File: src/rtl/fb_bank_controller_pkg.sv
// Shared display definitions: bank-controller state encoding and address-width derivation.
package fb_bank_controller_pkg;

  typedef enum logic [1:0] {
    ST_FILL    = 2'd0,
    ST_DRAIN   = 2'd1,
    ST_PENDING = 2'd2,
    ST_SWAP    = 2'd3
  } fb_state_e;

  function automatic int rb_f(input int n_rows);
    return (n_rows > 1) ? $clog2(n_rows) : 1;
  endfunction

  function automatic int cb_f(input int n_cols);
    return (n_cols > 1) ? $clog2(n_cols) : 1;
  endfunction

  // Address is {bank, row, col}.
  function automatic int aw_f(input int n_rows, input int n_cols);
    return 1 + rb_f(n_rows) + cb_f(n_cols);
  endfunction

endpackage

File: src/rtl/fb_write_fifo.sv
// Two-entry write FIFO between the SPI pixel writer and the shared RAM port.
module fb_write_fifo #(
  parameter int W = 8
) (
  input  logic         clk,
  input  logic         rst_n,
  input  logic         push_i,
  input  logic         pop_i,
  input  logic [W-1:0] din_i,
  output logic [W-1:0] dout_o,
  output logic         full_o,
  output logic         empty_o
);

  logic [W-1:0] mem_q [2];
  logic         wptr_q, rptr_q;
  logic [1:0]   cnt_q;
  logic         push_ok, pop_ok;

  assign full_o  = (cnt_q == 2'd2);
  assign empty_o = (cnt_q == 2'd0);
  assign push_ok = push_i && !full_o;
  assign pop_ok  = pop_i && !empty_o;
  assign dout_o  = mem_q[rptr_q];

  always_ff @(posedge clk or negedge rst_n) begin
    if (!rst_n) begin
      wptr_q <= 1'b0;
      rptr_q <= 1'b0;
      cnt_q  <= 2'd0;
    end else begin
      if (push_ok) wptr_q <= ~wptr_q;
      if (pop_ok)  rptr_q <= ~rptr_q;
      case ({push_ok, pop_ok})
        2'b10:   cnt_q <= cnt_q + 2'd1;
        2'b01:   cnt_q <= cnt_q - 2'd1;
        default: cnt_q <= cnt_q;
      endcase
    end
  end

  // Storage needs no reset; occupancy is tracked by cnt_q.
  always_ff @(posedge clk) begin
    if (push_ok) mem_q[wptr_q] <= din_i;
  end

endmodule

File: src/rtl/fb_bank_controller.sv
// Double-buffered framebuffer bank controller: scanner reads the front bank, SPI writes fill the back bank.
module fb_bank_controller
  import fb_bank_controller_pkg::*;
#(
  parameter int rows     = 8,
  parameter int columns  = 32,
  parameter int bitwidth = 8,
  localparam int PW = 3 * bitwidth,
  localparam int RB = rb_f(rows),
  localparam int CB = cb_f(columns),
  localparam int AW = aw_f(rows, columns)
) (
  input  logic          clk,
  input  logic          rst,
  input  logic [RB-1:0] w_row,
  input  logic [CB-1:0] w_col,
  input  logic [PW-1:0] w_data,
  input  logic          w_en,
  input  logic          w_loaded,
  output logic          w_ready,
  input  logic          r_req,
  input  logic [RB-1:0] r_row,
  input  logic [CB-1:0] r_col,
  output logic          r_valid,
  output logic [PW-1:0] r_data,
  input  logic          frame_start,
  output logic [AW-1:0] m_addr,
  output logic          m_wen,
  output logic [PW-1:0] m_wdata,
  input  logic [PW-1:0] m_rdata,
  output logic          front_bank,
  output logic          swap_pending,
  output logic          err
);

  localparam int FW = PW + RB + CB;

  fb_state_e     state_q, state_d;
  logic          front_q, w_ready_q, r_valid_q, err_q, err_d;
  logic          fifo_push, fifo_pop, fifo_full, fifo_empty;
  logic [FW-1:0] fifo_din, fifo_dout;
  logic [RB-1:0] head_row;
  logic [CB-1:0] head_col;
  logic [PW-1:0] head_data;

  assign fifo_push = w_en && (state_q == ST_FILL);
  assign fifo_din  = {w_row, w_col, w_data};
  assign {head_row, head_col, head_data} = fifo_dout;

  fb_write_fifo #(.W(FW)) u_wfifo (
    .clk     (clk),
    .rst_n   (rst),
    .push_i  (fifo_push),
    .pop_i   (fifo_pop),
    .din_i   (fifo_din),
    .dout_o  (fifo_dout),
    .full_o  (fifo_full),
    .empty_o (fifo_empty)
  );

  // Reads always win the RAM; queued writes drain into idle cycles.
  always_comb begin
    m_addr   = '0;
    m_wen    = 1'b0;
    m_wdata  = '0;
    fifo_pop = 1'b0;
    if (rst) begin
      if (r_req) begin
        m_addr = {front_q, r_row, r_col};
      end else if (!fifo_empty) begin
        m_addr   = {~front_q, head_row, head_col};
        m_wen    = 1'b1;
        m_wdata  = head_data;
        fifo_pop = 1'b1;
      end
    end
  end

  always_ff @(posedge clk or negedge rst) begin
    if (!rst) state_q <= ST_FILL;
    else      state_q <= state_d;
  end

  always_comb begin
    state_d = state_q;
    case (state_q)
      ST_FILL:    if (w_loaded) state_d = ST_DRAIN;
      ST_DRAIN:   if (fifo_empty && !fifo_pop) state_d = ST_PENDING;
      ST_PENDING: if (frame_start) state_d = ST_SWAP;
      ST_SWAP:    state_d = ST_FILL;
      default:    state_d = ST_FILL;
    endcase
  end

  always_comb begin
    swap_pending = (state_q == ST_DRAIN) || (state_q == ST_PENDING);
  end

  // Dropped beats: outside FILL, or into a full FIFO.
  assign err_d = err_q || (w_en && ((state_q != ST_FILL) || fifo_full));

  always_ff @(posedge clk or negedge rst) begin
    if (!rst) begin
      front_q   <= 1'b0;
      w_ready_q <= 1'b0;
      r_valid_q <= 1'b0;
      err_q     <= 1'b0;
    end else begin
      if (state_q == ST_SWAP) front_q <= ~front_q;
      w_ready_q <= (state_d == ST_FILL);
      r_valid_q <= r_req;
      err_q     <= err_d;
    end
  end

  assign w_ready    = w_ready_q;
  assign r_valid    = r_valid_q;
  assign r_data     = m_rdata;
  assign front_bank = front_q;
  assign err        = err_q;

endmodule

File: config.mk
export PLATFORM = sky130hd
export DESIGN_NAME = fb_bank_controller
export DESIGN_NICKNAME = d
export VERILOG_FILES = /design/src/rtl/fb_bank_controller_pkg.sv /design/src/rtl/fb_write_fifo.sv /design/src/rtl/fb_bank_controller.sv
export SDC_FILE = /design/constraint.sdc
export NUM_CORES = 1
export LEC_CHECK = 0
export BUFFER_PORTS_ARGS = -buffer_cell sky130_fd_sc_hd__buf_4
export CAP_MARGIN = 20
export CORE_UTILIZATION = 53
export CTS_CLUSTER_DIAMETER = 120
export DETAILED_ROUTE_END_ITERATION = 10
export HOLD_SLACK_MARGIN = 0.03
export PLACE_DENSITY = 0.94
export SLEW_MARGIN = 30
export SYNTH_ARGS = -nofsm -noshare
export SYNTH_HDL_FRONTEND = slang
export SYNTH_HIERARCHICAL = 1
export SYNTH_SLANG_ARGS = --single-unit
export TNS_END_PERCENT = 30
File: constraint.sdc
create_clock -name clk -period 5.6 [get_ports clk]
set_input_delay 0.28 -clock clk [delete_from_list [all_inputs] [get_ports clk]]
set_output_delay 0.28 -clock clk [all_outputs]
set_load 0.03 [all_outputs]
Yosys cells after proc, flatten, opt, wreduce, memory -nomap -nowiden
Memory sizes are Yosys's and may differ from the RTL's.
Cells that the tools add are included.
{ "classes": {"n_addsub": 2, "n_eq_ne": 6, "mux": 16, "bitwise": 3, "n_reduce_logical": 16} }
{ "op_table": {"columns": ["cell", "n"], "rows": [
  ["$mux W24", 3],
  ["$mux W9", 3],
  ["$eq A2 B2 Y1 const B", 4],
  ["$pmux W2 S4", 1],
  ["$logic_not A2 Y1", 3],
  ["$mux W2", 3],
  ["$logic_and A1 B1 Y1", 5],
  ["$mux W1", 5],
  ["$eq A2 B1 Y1 const B", 2],
  ["$pmux W2 S2", 1],
  ["$reduce_bool A2 Y1", 2],
  ["$logic_not A1 Y1", 3],
  ["$logic_or A1 B1 Y1", 3],
  ["$not A1 Y1", 3],
  ["$add A2 B1 Y2 const B", 1],
  ["$sub A2 B1 Y2 const B", 1]
]} }
{ "word_totals": {"register_bits": 10, "ram_bits": 64, "input_bits": 70, "out_inout_bits": 63, "elab_cells": 52, "mem_count": 1} }
{ "memory_table": {"columns": ["memory", "depth", "width", "read_ports", "rd_clocked_by_memory_dff", "write_ports", "line", "text"], "rows": [
  ["u_wfifo.mem_q", 2, 32, 1, 0, 1, "fb_write_fifo.sv:15", "logic [W-1:0] mem_q [2];"]
]} }

Longest topological paths before layout
{ "logic_depth": {"word_depth": 9, "ltp_mapped": 9, "ltp_nobuf": 8} }

Modules after synthesis
The synthesis kept the hierarchy.
{ "modules_own_cells": {"columns": ["mod", "n_inst", "cells_per_inst", "area_per_inst_um2", "seq_area_each_um2"], "rows": [
  ["fb_write_fifo", 1, 118, 2658.8, 2021.9],
  ["fb_bank_controller", 1, 104, 877.1, 150.1]
]} }

Worst setup path after synthesis
Ideal clock, no wire load.
{ "synth_path": {"path_type": "reg-to-reg", "from": "register state_q[0]", "to": "memory u_wfifo/mem_q[0][0] in the netlist's numbering, enable pin", "setup_ns": 0.421, "arrival_ns": 2.246, "required_time_ns": 5.179, "setup_slack_ns": 2.933, "stages_incl_launch_ff": 6, "n_path_buf": 0, "period_less_slack_ns": 2.667, "path_cell_list": "dfrtp_1 -> inv_1 -> ha_1 -> and2_1 -> nand2_1 -> nor2_1"} }
{ "synth_between": {"elab_chain_len": 5} }
{ "synth_lines": {"columns": ["element", "line", "text"], "rows": [
  ["from (decl)", "fb_bank_controller.sv:38", "fb_state_e state_q, state_d;"],
  ["from (signal assigned)", "fb_bank_controller.sv:81", "else state_q <= state_d;"],
  ["$logic_not A2 Y1", "fb_bank_controller.sv:46", "assign fifo_push = w_en && (state_q == ST_FILL);"],
  ["$logic_and A1 B1 Y1", "fb_bank_controller.sv:46", null],
  ["via fifo_push", "fb_bank_controller.sv:40", "logic fifo_push, fifo_pop, fifo_full, fifo_empty;"],
  ["$logic_and A1 B1 Y1", "fb_write_fifo.sv:22", "assign push_ok = push_i && !full_o;"],
  ["$mux W1", "fb_write_fifo.sv:44", "if (push_ok) mem_q[wptr_q] <= din_i;"],
  ["$mux W1 (implied by the code)", "fb_write_fifo.sv:44", null],
  ["to (decl)", "fb_write_fifo.sv:15", null]
]} }
The timed path passes the listed nets, and every way through them passes these cells.

Worst setup path after layout
{ "layout_path": {"from": "register u_wfifo.cnt_q[0]", "to": "output port m_addr[0]"} }
{ "layout_between": {"elab_chain_len": 4} }
{ "layout_lines": {"columns": ["element", "line", "text"], "rows": [
  ["from (decl)", "fb_write_fifo.sv:17", "logic [1:0] cnt_q;"],
  ["from (signal assigned)", "fb_write_fifo.sv:35", "2'b10: cnt_q <= cnt_q + 2'd1;"],
  ["from (signal assigned)", "fb_write_fifo.sv:36", "2'b01: cnt_q <= cnt_q - 2'd1;"],
  ["from (signal assigned)", "fb_write_fifo.sv:37", "default: cnt_q <= cnt_q;"],
  ["$logic_not A2 Y1", "fb_write_fifo.sv:21", "assign empty_o = (cnt_q == 2'd0);"],
  ["via fifo_empty", "fb_bank_controller.sv:40", null],
  ["$mux W9", "fb_bank_controller.sv:70", "end else if (!fifo_empty) begin"],
  ["$mux W9", "fb_bank_controller.sv:68", "if (r_req) begin"],
  ["$mux W9", "fb_bank_controller.sv:67", "if (rst) begin"],
  ["to (decl)", "fb_bank_controller.sv:27", "output logic [AW-1:0] m_addr,"]
]} }
The timed path passes the listed nets, and every way through them passes these cells.

==> results.md <==
- Status: finished clean
- Crit-path max cell delay: 0.60 ns
- Number of I/O port buffers: between 80 and 90
- Arrival time at the worst endpoint: 2.00 ns
- Final worst slack: 3.32 ns
- Fin. Hold Viols: 0
- CP Launch Type: flop
- Post-CTS Setup Repair Bufs: 0
- Via-per-instance ratio: 5.37
- RSZ-0062 raised after global routing: no
- Post-CTS Hold Buffers: 1
- Register area share after synthesis: 61.4%
- Most frequent cells in the layout: buf_4 (84), edfxtp_1 (64), mux2_4 (29), and3_1 (24)
- Crit end category: output pin
- Final setup violation count: 0
- # rows: 29
- Via Count: 1,960
- Largest net degree at the start of global routing: 45
- R2R depth: 7
- All-Layer GR Usage: 19.1%
- Area delta synth->final: 18.0%
- Number of max-cap violations: 0
- Initial antenna violation count: 0
- Leakage power: 1.78 nW
- Maximum clock frequency: 439 MHz
- Die area: 0.00700 mm²
- Remaining DRCs: 0
- Synthesized instance count: 222
- Worst-path clk slew: 0.08 ns
- Drt first pass iters: 4
- Setup_tns: 0 ns
- Distinct cells, synth: 27
- Vias in the first global route: 2,049
- Max Slew Vio Count: 0
- Die height: between 80 and 90 µm
- Num CTS Buffers: 9
- Root Buffer: clkbuf_8
- Pwr Density: 450 mW/mm²
- CTS resizes: 0
- Tcrit/Tclk final: 40.7%
- Iteration-0 DRC Markers: 62
- Routability Congestion: 0.862
- Warnings from Yosys: 6
- Slew @ Worst Pin: 0.975 ns
- First-pass GRT wire length: 9830 µm
- CP max stage cell: nor2_4
- Worst Hold Depth: 1
- Max IR drop VDD: 0.000296 V
- Layout cells sized above 1: between 50% and 60%
- Clk_lat worst skew: 0.34 ns
- Clock Sinks: 74
- Mapped Nets: 298
- Ports: 133
- GRT overflow: 0
- Met2 usage: 33.2%
- Ant diodes: 0
- Fillers: 479
- Layer with the highest usage: met2
- Fin nets: 359
- Slew HR: 34.9%
- Die Width: 83.7 µm
- H-Tree Depth: 3
- Clock skew: 0.00700 ns
- Synthesis-stage register bit count: 74
- Syn Area/Cell: approximately 16 µm²
- Worst Path Max Fanout: 33
- Antenna-violating nets left: 0
- Post-Syn Area: between 0.003 and 0.004 mm²
- Commonest non-fill, non-tap cell in the layout: buf_4
- Initial Util: between 50% and 60%
- Drt wl/cell: 17.7 µm
- CORE AREA: 0.00639 mm²
- Wirelength, routed: 6450 µm
- Clk buf depth: 2
- CTS tree: done
- HP Class: input pin to flop
- Crit path time final: 2.28 ns
- Met3 Usage GRT: 5.93%
- Worst slack, placed: ~3.4 ns
- Crit-path cells: nor2_1 > nor2_4 > a22oi_1 > nor2b_1 > buf_4
- Crit Path Class: flop to output pin
- M1 GR Usage: approximately a fifth
- Worst Path Required: 5.32 ns
## metal layers
metal / part of all wire (%) / vias to the layer above
met4: 6.5 / 0
met2: 52 / 56
li1: - / 905
met3: 6.4 / 38
met1: 35 / 961
met5: 0 / -
## critical path, delay by kind of cell, from the launching register on
family          cells  cell delay [ns]
buf+inv             1             0.17
simple gates        3             0.90
compound gates      1             0.16
flops               1             0.43
## power breakdown
group | internal, W | switching [W] | leakage [nW] | total [W]
clock network | 0.000206 | 0.000191 | 0.0925 | 0.000397
logic | 0.000329 | 0.000318 | 0.992 | 0.000647
registers | 0.000722 | 0.000110 | 0.698 | 0.000832
total | 0.00126 | 0.000619 | 1.78 | 0.00188
## registers in the layout (all words and copies together), names as in the netlist
signal / flops
u_wfifo/mem_q: 64
state_q: 2
u_wfifo/cnt_q: 2
err: 1
front_bank: 1
r_valid: 1
u_wfifo/rptr_q: 1
u_wfifo/wptr_q: 1
w_ready: 1
## synthesized netlist by cell type (all sizes together)
cell | n | area share (%)
clkbuf | 3 | 0.32
a22oi | 9 | 2.6
nor2b | 10 | 2.2
dfrtp | 10 | 7.1
nand2 | 1 | 0.11
xnor2 | 3 | 0.74
buf | 32 | 8.4
and2 | 2 | 0.35
or2 | 1 | 0.18
a21o | 1 | 0.21
mux2 | 32 | 13
o22ai | 1 | 0.18
nor2 | 5 | 0.74
xor2 | 3 | 0.74
ha | 6 | 2.1
a21oi | 4 | 0.57
inv | 4 | 0.42
nand2b | 4 | 0.71
and3 | 25 | 4.4
edfxtp | 64 | 54
nor3 | 2 | 0.28
## worst paths after layout
| path | from | endpoint | slack [ns] |
|---|---|---|---|
| setup / recovery | u_wfifo/cnt_q[0] | m_addr[0] | 3.32 |
| hold / removal | w_data[16] | u_wfifo/mem_q[1][16] | 0.12 |
| setup reg to reg | u_wfifo/cnt_q[0] | u_wfifo/cnt_q[1] | 3.34 |
| hold reg to reg | err | err | 0.48 |
| max in group asynchronous | rst | u_wfifo/rptr_q | 4.89 |
| min in group asynchronous | rst | r_valid | 0.40 |
## logic make-up (layout without fill, tap and decap cells)
logic type	after synthesis	after routing	synth area share, %
AOI/OAI and AO/OA	15	15	3.57
adders and majority gates	6	6	2.12
DFF	74	74	61.4
buffers and inverters	39	105	9.13
muxes	32	32	13.3
xor gates and xnor gates	6	6	1.49
and+or+nand+nor	50	50	8.99
## per-stage QoR
step                instances  cell area (µm²)  hold slack, ns  utilization (%)  power [W]
floorplan                 222             3540         -0.0156                -    0.00140
global placement          348             3970           0.216             62.1    0.00147
detailed placement        348             3970           0.221             62.1    0.00150
CTS                       365             4170           0.105             65.3    0.00189
global route              365             4170          0.0880             65.3    0.00197
finish                    365             4170           0.116             65.3    0.00188
## area by class of cell
type	count	area (µm²)	share of cell area, %
Clock inverter	6	67.6	1.62
Clock buffer	10	128	3.06
Inverter	4	15.0	0.360
Sequential cell	74	2180	52.1
Multi-Input combinational cell	109	1050	25.2
Tap cell	77	96.3	2.31
Timing Repair Buffer	85	641	15.4
No activity file was read; power rests on OpenSTA's default activity.
